`config.mk`:
```
export PLATFORM = sky130hd
export DESIGN_NAME = truth_table_sweep
export DESIGN_NICKNAME = d
export VERILOG_FILES = /design/src/rtl/truth_table_sweep.sv
export SDC_FILE = /design/constraint.sdc
export NUM_CORES = 1
export LEC_CHECK = 0
export ABC_AREA = 1
export ABC_CLOCK_PERIOD_IN_PS = 1300
export BUFFER_PORTS_ARGS = -buffer_cell sky130_fd_sc_hd__buf_2
export CORE_MARGIN = 10
export CORE_UTILIZATION = 45
export DETAILED_ROUTE_END_ITERATION = 12
export GPL_TIMING_DRIVEN = 0
export PLACE_DENSITY = 0.72
export SLEW_MARGIN = 10
export SYNTH_ARGS = -nofsm -noshare
export SYNTH_HDL_FRONTEND = slang
export SYNTH_SLANG_ARGS = --single-unit
export TNS_END_PERCENT = 100
```
`constraint.sdc`:
```
create_clock -name clk -period 1.3 [get_ports clk]
set_input_delay 0.26 -clock clk [delete_from_list [all_inputs] [get_ports clk]]
set_output_delay 0.26 -clock clk [all_outputs]
set_load 0.02 [all_outputs]
```
`src/rtl/truth_table_sweep.sv`:
```
// truth_table_sweep: walks an N-bit vector through every minterm of a programmable
// table and checks an external combinational block against it, one minterm per clock.
// Latency: first valid vector one cycle after start; done pulses 2^N+1 cycles after start with no hold.
// Backpressure: hold stalls the sweep; vec and all results freeze while it is high.
module truth_table_sweep #(
  parameter int                N  = 2,
  parameter logic [(1<<N)-1:0] TT = 4'b1101
) (
  input  logic                clk,
  input  logic                rst_n,
  input  logic                start,
  input  logic                load,
  input  logic [(1<<N)-1:0]   tt_in,
  input  logic                hold,
  input  logic                dut_f,
  output logic [N-1:0]        vec,
  output logic                vec_valid,
  output logic                ref_f,
  output logic                busy,
  output logic                done,
  output logic [N:0]          ones_cnt,
  output logic [N:0]          err_cnt,
  output logic                err_flag,
  output logic [N-1:0]        first_err
);

  typedef enum logic [1:0] {
    IDLE  = 2'd0,
    SWEEP = 2'd1,
    DONE  = 2'd2
  } state_t;

  state_t              state_q;
  logic [(1<<N)-1:0]   tbl_q;
  logic [N-1:0]        vec_q;
  logic                busy_q;
  logic                done_q;
  logic [N:0]          ones_q;
  logic [N:0]          err_q;
  logic                err_flag_q;
  logic [N-1:0]        first_err_q;

  logic [N-1:0]        vec_d;
  logic [N:0]          ones_d;
  logic [N:0]          err_d;
  logic                sample;
  logic                mismatch;
  logic                last_vec;

  // Decode the per-cycle compare strobe and the incremented counter values.
  always_comb begin
    ref_f    = tbl_q[vec_q];
    sample   = (state_q == SWEEP) && !hold;
    mismatch = (dut_f != ref_f);
    last_vec = (vec_q == {N{1'b1}});
    vec_d    = vec_q + N'(1);
    ones_d   = ones_q + (N+1)'(1);
    err_d    = err_q + (N+1)'(1);
  end

  // Sweep controller: table load, minterm walk, result accumulation and done pulse.
  always_ff @(posedge clk or negedge rst_n) begin
    if (!rst_n) begin
      state_q     <= IDLE;
      tbl_q       <= TT;
      vec_q       <= '0;
      busy_q      <= 1'b0;
      done_q      <= 1'b0;
      ones_q      <= '0;
      err_q       <= '0;
      err_flag_q  <= 1'b0;
      first_err_q <= '0;
    end else begin
      case (state_q)
        IDLE: begin
          done_q <= 1'b0;
          // A simultaneous load lands in tbl_q on the same edge the sweep starts,
          // so the new table is already in place for minterm 0.
          if (load) begin
            tbl_q <= tt_in;
          end
          if (start) begin
            vec_q       <= '0;
            ones_q      <= '0;
            err_q       <= '0;
            err_flag_q  <= 1'b0;
            first_err_q <= '0;
            busy_q      <= 1'b1;
            state_q     <= SWEEP;
          end
        end
        SWEEP: begin
          if (sample) begin
            if (ref_f) begin
              ones_q <= ones_d;
            end
            if (mismatch) begin
              err_q      <= err_d;
              err_flag_q <= 1'b1;
              // Minterms are visited in ascending order, so the first miss is the lowest.
              if (!err_flag_q) begin
                first_err_q <= vec_q;
              end
            end
            // Stop on the last minterm instead of wrapping so vec stays in range.
            if (last_vec) begin
              busy_q  <= 1'b0;
              done_q  <= 1'b1;
              state_q <= DONE;
            end else begin
              vec_q <= vec_d;
            end
          end
        end
        DONE: begin
          done_q  <= 1'b0;
          state_q <= IDLE;
        end
        default: begin
          busy_q  <= 1'b0;
          done_q  <= 1'b0;
          state_q <= IDLE;
        end
      endcase
    end
  end

  assign vec       = vec_q;
  assign vec_valid = sample;
  assign busy      = busy_q;
  assign done      = done_q;
  assign ones_cnt  = ones_q;
  assign err_cnt   = err_q;
  assign err_flag  = err_flag_q;
  assign first_err = first_err_q;

endmodule

```
==> results of run 1 <==
logic make-up after synthesis:
logic type | Yosys count
compound gates | 15
xor+xnor | 2
fa+ha+maj | 3
buf+inv | 11
flops | 19
mux | 5
simple gates | 45
stage by stage:
step           utilization (%)  setup TNS [ps]  area (um2)
2_1_floorplan                -           -4.04         922
3_3_place_gp              55.4           -1080        1080
3_5_place_dp              55.4           -1320        1080
4_1_cts                   65.2            -599        1270
5_1_grt                   71.6           -1630        1390
6_report                  71.6            -855        1390
power groups by stage:
stage               clock [uW]  sequential [uW]  combinational (uW)
finish                     314             1100                2390
global route               338             1130                2580
CTS                        313             1080                2020
detailed placement           0             1090                1520
global placement             0             1080                1470
floorplan                    0             1270                 881
per-layer routing:
metal,wire [um],track usage (%),part of all wire [%],up-vias
met5,0,0,0,-
li1,-,-,-,424
met2,1340,21.6,55,14
met4,28,4.81,1.1,0
met3,117,3.73,4.8,4
met1,971,10.9,40,412
what timing repair did:
item,CTS,global route
resized for setup,26,21
pin swaps,7,5
endpoints found under the setup margin,13,14
hold buffers,1,0
hold endpoints to repair,16,0
buffers inserted,9,6
cell type report:
cell class / count / area (um2) / share of cell area, %
clock buffer: 3 / 22.5 / 1.62
multi-input combinational: 70 / 537 / 38.6
inverter: 11 / 48.8 / 3.51
tap: 27 / 33.8 / 2.43
sequential: 19 / 483 / 34.7
timing repair buffer: 40 / 262 / 18.8
clock inverter: 1 / 5.00 / 0.360
worst min path at each step:
stage | from | end | slack (ps) | cells after the start
5_1_grt | tt_in[3] | tbl_q[3] | 170 | 2
3_3_place_gp | rst_n | tbl_q[1] | 210 | 1
3_5_place_dp | rst_n | busy | 230 | 1
2_1_floorplan | rst_n | busy | -40 | 0
4_1_cts | tt_in[2] | tbl_q[2] | 180 | 2
6_report | tt_in[3] | tbl_q[3] | 180 | 2
cell usage after synthesis, types with 2 or more instances:
cell / instances / area, um2
dfstp_2: 3 / 78.8
o21ai_0: 8 / 40.0
nand3_1: 8 / 40.0
inv_1: 9 / 33.8
dfrtp_1: 16 / 400
mux2_2: 4 / 45.0
a21oi_1: 2 / 10.0
ha_1: 3 / 37.5
nor2_1: 7 / 26.3
inv_2: 2 / 7.51
nand2_1: 25 / 93.8
nand4_1: 2 / 12.5
state kept, by name (all words and copies together) (netlist names):
signal and count:
busy 1, done 1, err_cnt 3, err_flag 1
first_err 2, ones_cnt 3, state_q 2, tbl_q 4
vec 2
==> impl_metrics.yaml, run 1 <==
sta:
  finalClockSkew_ps: 0.486
  setup_viol: 11
  fin_crit_sh_pct: 114
  grt_setup_unrepaired: "yes"
  fin_crit_ps: 1480
  maxSlewHeadroom_pct: 72.0
  finalHoldViolCount: 0
  setup_ws_ps: -184
  fmax_ghz: 0.674
  holdWs_ps: 182
  worst_pin_slew_ps: 419
  drv_slew: 0
power:
  internal-power_uw: 2040
  switchingPower_uw: 1750
  power.share.combinational_pct: 62.9
  p_leak_uw: 0.000696
  p_seq_share_pct: 28.9
  p_total_uw: 3790
  peakVddDrop_uv: 1540
  powerDensity_nw_per_um2: 2730
  switching_share_pct: 46.1
  clock_power_share_pct: 8.3
finish:
  mostFrequentLayoutCell: "buf_2"
  fin_nets: 158
  stdcell_count: 171
  final_cell_mix: "buf_2, nand2_1, buf_4, dfrtp_1"
  area_growth_pct: 51.9
  diodes: 0
  final.fill_count: 158
  layout-drive-gt1-share_pct: 57.6
setup_path:
  worstPathArrival_ps: 1220
  critPathMaxFanout: 2
  worstSetupStartpointType: "flop"
  r2r-end: "ones_cnt[0]"
  cp_num_buf_inv: 2
  startpoint: "tbl_q[3]"
  path_depth: 5
  slowest_stage: "dfstp_2"
  crit_chain: "nand2_2, nand3_2, nand2_2, inv_2, buf_6"
  crit_end: "ref_f"
  cp_slowest_stage_delay_ps: 560
  path_class: "flop to primary output"
  r2r_setup_slack_ps: -140
  cp_top_family: "flip-flops"
  end_kind: "primary output"
  required_ps: 1040
  reg2reg_from: "state_q[1]"
  ff2ff_path_depth: 8
  critPathMostFrequentCell: "nand2_2"
synthesis:
  synth.distinct_cells: 23
  yosys_most_used_dff: "dfrtp_1"
  ys_seq_area_share_pct: 52.3
  synthCells: 100
  synth_mux_area_share_pct: 6.01
  synth.cell_area_um2: 916
  syn_area_per_cell_um2: 9.16
  synth_seq_cells: 19
  ys.warnings.count: 0
  synth_edf_count: 0
  synth_top_family_by_area: "simple AND/OR/NAND/NOR gates"
  synthXorXnorAreaFrac_pct: 1.91
  syn_nets: 113
  synthAdderAreaFrac_pct: 4.10
  yosys.area_share.simple_pct: 20.8
  synth_compound_gate_area_share_pct: 10.4
  async_reset_ff_share_pct: 100
min_path:
  hold_path.class: "input port to flop"
global_route:
  grt_pass1_vias: 894
  grt_pass1_wl_um: 3900
  grt_max_degree: 20
  grt_use_total_pct: 11.3
  grt-ovfl-total: 0
  antenna_found_initial: 0
placed_design:
  hpwl_um: 1520
  gp_congestion: 0.731
  dpl.cell_count: 151
  dp_slack_ps: -163
  portBuffers: 24
detailed_routing:
  drcViolationCount: 0
  dr.first_iter.drc_count: 17
  wire_per_inst_um: 14.4
  firstDrtPassIters: 4
  detail-route-antenna-nets: 0
  drt-vias-per-instance: 4.99
  via_count: 854
  totalWireLength_um: 2460
outcome:
  violations: "setup timing"
  outcome: "finished with violations"
clocking:
  cts_num_sinks: 19
  cts_root_buffer: "clkbuf_4"
  htreeDepth: 1
  insertion_delay_ps: 310
  cts.clk_slew.worst_paths_ps: 110
  cts_tree: "done"
  clock_path_buffers: 2
  cts_buffers: 3
flow_run:
  drv_cap: 0
floorplan:
  rows: 16
  ios: 25
  core_um2: 1940
  die-area_um2: 4240
  fp.dieH_um: 65.1
  fp.dieW_um: 65.1
  start_util_pct: 47.2
Note: power is estimated with default switching activity, not from simulation.
==> run 2, diff against run 1 <==
CORE_ASPECT_RATIO = 0.75   (was not set)
==> impl_metrics.yaml, run 2 (synthesized netlist as in run 1, its figures left out) <==
setup_path:
  cp_slowest_stage_delay_ps: 460
  path_class: "flop to primary output"
  critPathMaxFanout: 4
  worstPathArrival_ps: 1230
  ff2ff_path_depth: 11
  end_kind: "primary output"
  worstSetupStartpointType: "flop"
  crit_chain: "inv_2, nand2_2, nand3_2, nand2_2, inv_2, buf_6"
  slowest_stage: "dfrtp_2"
  r2r_setup_slack_ps: -160
  required_ps: 1040
  reg2reg_from: "vec[0]"
  r2r-end: "err_flag"
finish:
  final.fill_count: 140
  top_register: "tbl_q"
  diodes: 0
  mostFrequentLayoutCell: "buf_2"
  utilization_pct: 72.7
  largest_register_ffs: 4
  final_cell_mix: "buf_2, buf_4, dfrtp_1, nand2_1, nand2_2"
  area_growth_pct: 55.7
  layout-drive-gt1-share_pct: 59.1
  fin_nets: 163
clocking:
  clock_path_buffers: 2
  htreeDepth: 1
  cts_tree: "done"
  cts.clk_slew.worst_paths_ps: 110
  cts_buffers: 3
  cts_num_sinks: 19
  insertion_delay_ps: 300
  cts_root_buffer: "clkbuf_4"
sta:
  maxSlewHeadroom_pct: 70.1
  worst_pin_slew_ps: 448
  grt_setup_unrepaired: "yes"
  setup_ws_ps: -187
  finalClockSkew_ps: 4.08
  fmax_ghz: 0.672
  drv_slew: 0
  fin_crit_ps: 1490
  finalHoldViolCount: 0
  fin_crit_sh_pct: 114
  setup_viol: 14
floorplan:
  rows: 14
  die-area_um2: 4260
  core_um2: 1960
  fp.dieW_um: 72.1
  ios: 25
  start_util_pct: 46.7
  fp.dieH_um: 59.1
flow_run:
  drv_cap: 0
global_route:
  grt_use_total_pct: 11.9
  grt_max_degree: 20
  grt-ovfl-total: 0
  antenna_found_initial: 0
  grt_pass1_vias: 925
  grt_pass1_wl_um: 4070
min_path:
  min_from: "tt_in[3]"
  min_path_cells: 2
  min_to: "tbl_q[3]"
  hold_path.class: "input port to flop"
detailed_routing:
  totalWireLength_um: 2680
  via_count: 880
  drcViolationCount: 0
  firstDrtPassIters: 4
  wire_per_inst_um: 15.5
  detail-route-antenna-nets: 0
  dr.first_iter.drc_count: 20
  drt-vias-per-instance: 5.09
placed_design:
  hpwl_um: 1550
  portBuffers: 24
  dp_slack_ps: -160
  gp_congestion: 0.722
outcome:
  outcome: "finished with violations"
  violations: "setup timing"
power:
  powerDensity_nw_per_um2: 2750
  p_leak_uw: 0.000718
  peakVddDrop_uv: 1750
-- run 2: cell types whose count changed in the layout (fill, tap and decap cells not counted), sizes merged --
cell    previous run  this run
buf               39        44
clkinv             1         0
clkbuf             3         4
-- run 2: what timing repair did --
item	4_1_cts	5_1_grt
pin swaps	7	11
endpoints found under the hold margin	16	0
gates cloned	0	0
hold buffers	1	0
buffers inserted	16	5
setup endpoints to repair	13	19
resized for setup	32	21
-- run 2: routing by layer --
| metal | vias up | wire length [um] | GRT usage (%) |
|---|---|---|---|
| met5 | - | 0 | 0 |
| met4 | 0 | 39 | 2.75 |
| met3 | 6 | 132 | 4.69 |
| met2 | 21 | 1410 | 22.4 |
| met1 | 424 | 1100 | 11.9 |
| li1 | 429 | - | - |
-- run 2: worst max path at each step --
stage	from	endpoint
after floorplan	vec[0]	err_flag
after global placement	state_q[0]	vec[0]
after detailed placement	state_q[0]	vec[0]
after CTS	tbl_q[2]	ref_f
after global routing	tbl_q[0]	err_flag
final	vec[0]	ref_f
-- run 2: report_power, final --
part	total (uW)	internal [uW]	switching, uW
clock network	310	120	190
registers	1100	887	214
logic	2520	1150	1370
-- run 2: through the flow --
| step | hold slack (ps) | area, um2 | instances | power [uW] | setup TNS, ps |
|---|---|---|---|---|---|
| 3_3_place_gp | 218 | 1070 | 148 | 2550 | -1060 |
| 5_1_grt | 179 | 1430 | 173 | 4220 | -2700 |
| 6_report | 187 | 1430 | 173 | 3930 | -1760 |
| 2_1_floorplan | -35.6 | 922 | 100 | 2150 | -4.04 |
| 3_5_place_dp | 227 | 1070 | 148 | 2600 | -1310 |
| 4_1_cts | 188 | 1330 | 169 | 3590 | -1190 |
-- run 2: cell type report --
type / count / area [um2] / share of cell area (%)
multi-input combinational: 70 / 529 / 37.1
sequential: 19 / 482 / 33.8
timing repair buffer: 45 / 313 / 21.9
inverter: 11 / 46.3 / 3.25
tap: 24 / 30.0 / 2.11
clock buffer: 4 / 26.3 / 1.84
-- run 2: critical path, delay by kind of cell (launching register included) --
family / cells / cell delay, ps
buf+inv: 3 / 270
flops: 1 / 460
simple gates: 3 / 200
==> run 3, diff against run 2 <==
SKIP_CTS_REPAIR_TIMING = 1   (was not set)
==> impl_metrics.yaml, run 3 (synthesized netlist as in run 1, its figures left out) <==
outcome:
  outcome: "finished with violations"
  violations: "setup timing"
finish:
  final_cell_mix: "buf_2, nand2_1, dfrtp_1, buf_4, nand2_2"
  diodes: 0
  largest_register_ffs: 4
  final.fill_count: 154
  layout-drive-gt1-share_pct: 54.2
  top_register: "tbl_q"
  area_growth_pct: 46.6
  fin_nets: 158
  utilization_pct: 68.4
  mostFrequentLayoutCell: "buf_2"
detailed_routing:
  via_count: 844
  drt-vias-per-instance: 5.02
  drcViolationCount: 0
  totalWireLength_um: 2400
  firstDrtPassIters: 4
  dr.first_iter.drc_count: 10
  wire_per_inst_um: 14.3
  detail-route-antenna-nets: 0
global_route:
  met1_usage_pct: 10.9
  antenna_found_initial: 0
  grt_pass1_wl_um: 3320
  top_usage_layer: "met2"
  grt_pass1_vias: 748
  grt_use_total_pct: 9.54
  grt-ovfl-total: 0
  grt_max_degree: 20
  grtUsageMet2_pct: 16.3
  grtUsageMet3_pct: 4.19
sta:
  setup_ws_ps: -216
  grt_setup_unrepaired: "yes"
  drv_slew: 0
  finalClockSkew_ps: 0.917
  worst_pin_slew_ps: 430
  fin_crit_sh_pct: 117
  maxSlewHeadroom_pct: 71.3
  setup_viol: 11
  finalHoldViolCount: 0
  tns_ps: -788
  fmax_ghz: 0.660
  fin_crit_ps: 1520
floorplan:
  ios: 25
  fp.dieW_um: 72.1
  core_um2: 1960
  die-area_um2: 4260
  start_util_pct: 46.7
  fp.dieH_um: 59.1
  rows: 14
power:
  switching_share_pct: 46.0
  peakVddDrop_uv: 1760
  clock_power_share_pct: 8.3
  p_seq_share_pct: 30.6
  switchingPower_uw: 1670
  power.share.combinational_pct: 61.1
  internal-power_uw: 1960
  p_total_uw: 3630
  powerDensity_nw_per_um2: 2710
  p_leak_uw: 0.000678
clocking:
  htreeDepth: 1
  clock_path_buffers: 2
  cts_buffers: 3
  cts_tree: "done"
  cts.clk_slew.worst_paths_ps: 110
  cts_num_sinks: 19
  cts_root_buffer: "clkbuf_4"
  insertion_delay_ps: 290
setup_path:
  crit_chain: "nand2_1, nand3_2, nand2_2, inv_2, buf_6"
  required_ps: 1040
  end_kind: "primary output"
  crit_end: "ref_f"
  path_class: "flop to primary output"
  r2r_setup_slack_ps: -100
  slowest_stage: "dfstp_2"
  reg2reg_from: "tbl_q[3]"
  startpoint: "tbl_q[3]"
  cp_slowest_stage_delay_ps: 550
  worstPathArrival_ps: 1260
  ff2ff_path_depth: 7
  worstSetupStartpointType: "flop"
  r2r-end: "ones_cnt[0]"
  critPathMaxFanout: 3
flow_run:
  drv_cap: 0
placed_design:
  hpwl_um: 1550
  gp_congestion: 0.722
  portBuffers: 24
min_path:
  hold_path.class: "input port to flop"
-- run 3: power by group through the flow --
| stage | Combinational, uW | Clock, uW | Sequential (uW) |
|---|---|---|---|
| after global placement | 1470 | 0 | 1080 |
| final | 2220 | 301 | 1110 |
| after global routing | 2450 | 332 | 1150 |
| after detailed placement | 1510 | 0 | 1090 |
| after floorplan | 881 | 0 | 1270 |
| after CTS | 1510 | 306 | 1080 |
-- run 3: metal layers --
metal,up-vias,share of wire [%]
li1,422,-
met1,404,42
met2,16,52
met3,2,5.5
met4,0,0.38
met5,-,0
-- run 3: through the flow --
stage	cells	instance area [um2]	hold slack (ps)	setup WS (ps)
final	168	1340	190	-216
after CTS	152	1100	-99.8	-348
after global routing	168	1340	180	-263
after floorplan	100	922	-35.6	-4.04
after detailed placement	148	1070	227	-160
after global placement	148	1070	218	-121
-- run 3: worst min-delay path by stage --
stage	start	endpoint	cells past startpoint
final	tt_in[1]	tbl_q[1]	2
after global routing	tt_in[1]	tbl_q[1]	2
after CTS	rst_n	ones_cnt[0]	1
after detailed placement	rst_n	ones_cnt[0]	1
after global placement	rst_n	ones_cnt[1]	1
after floorplan	rst_n	busy	0
-- run 3: final cells by class --
type | count | area [um2] | area share, %
Multi-Input combinational cell | 71 | 503 | 37.5
Timing Repair Buffer | 39 | 251 | 18.7
Clock buffer | 4 | 26.3 | 1.96
Sequential cell | 19 | 483 | 36.0
Inverter | 11 | 48.8 | 3.63
Tap cell | 24 | 30.0 | 2.24
-- run 3: critical path, delay by kind of cell (launching register included) --
| family | cells | cell delay [ps] |
|---|---|---|
| DFF | 1 | 550 |
| and+or+nand+nor | 3 | 250 |
| buffers and inverters | 2 | 170 |
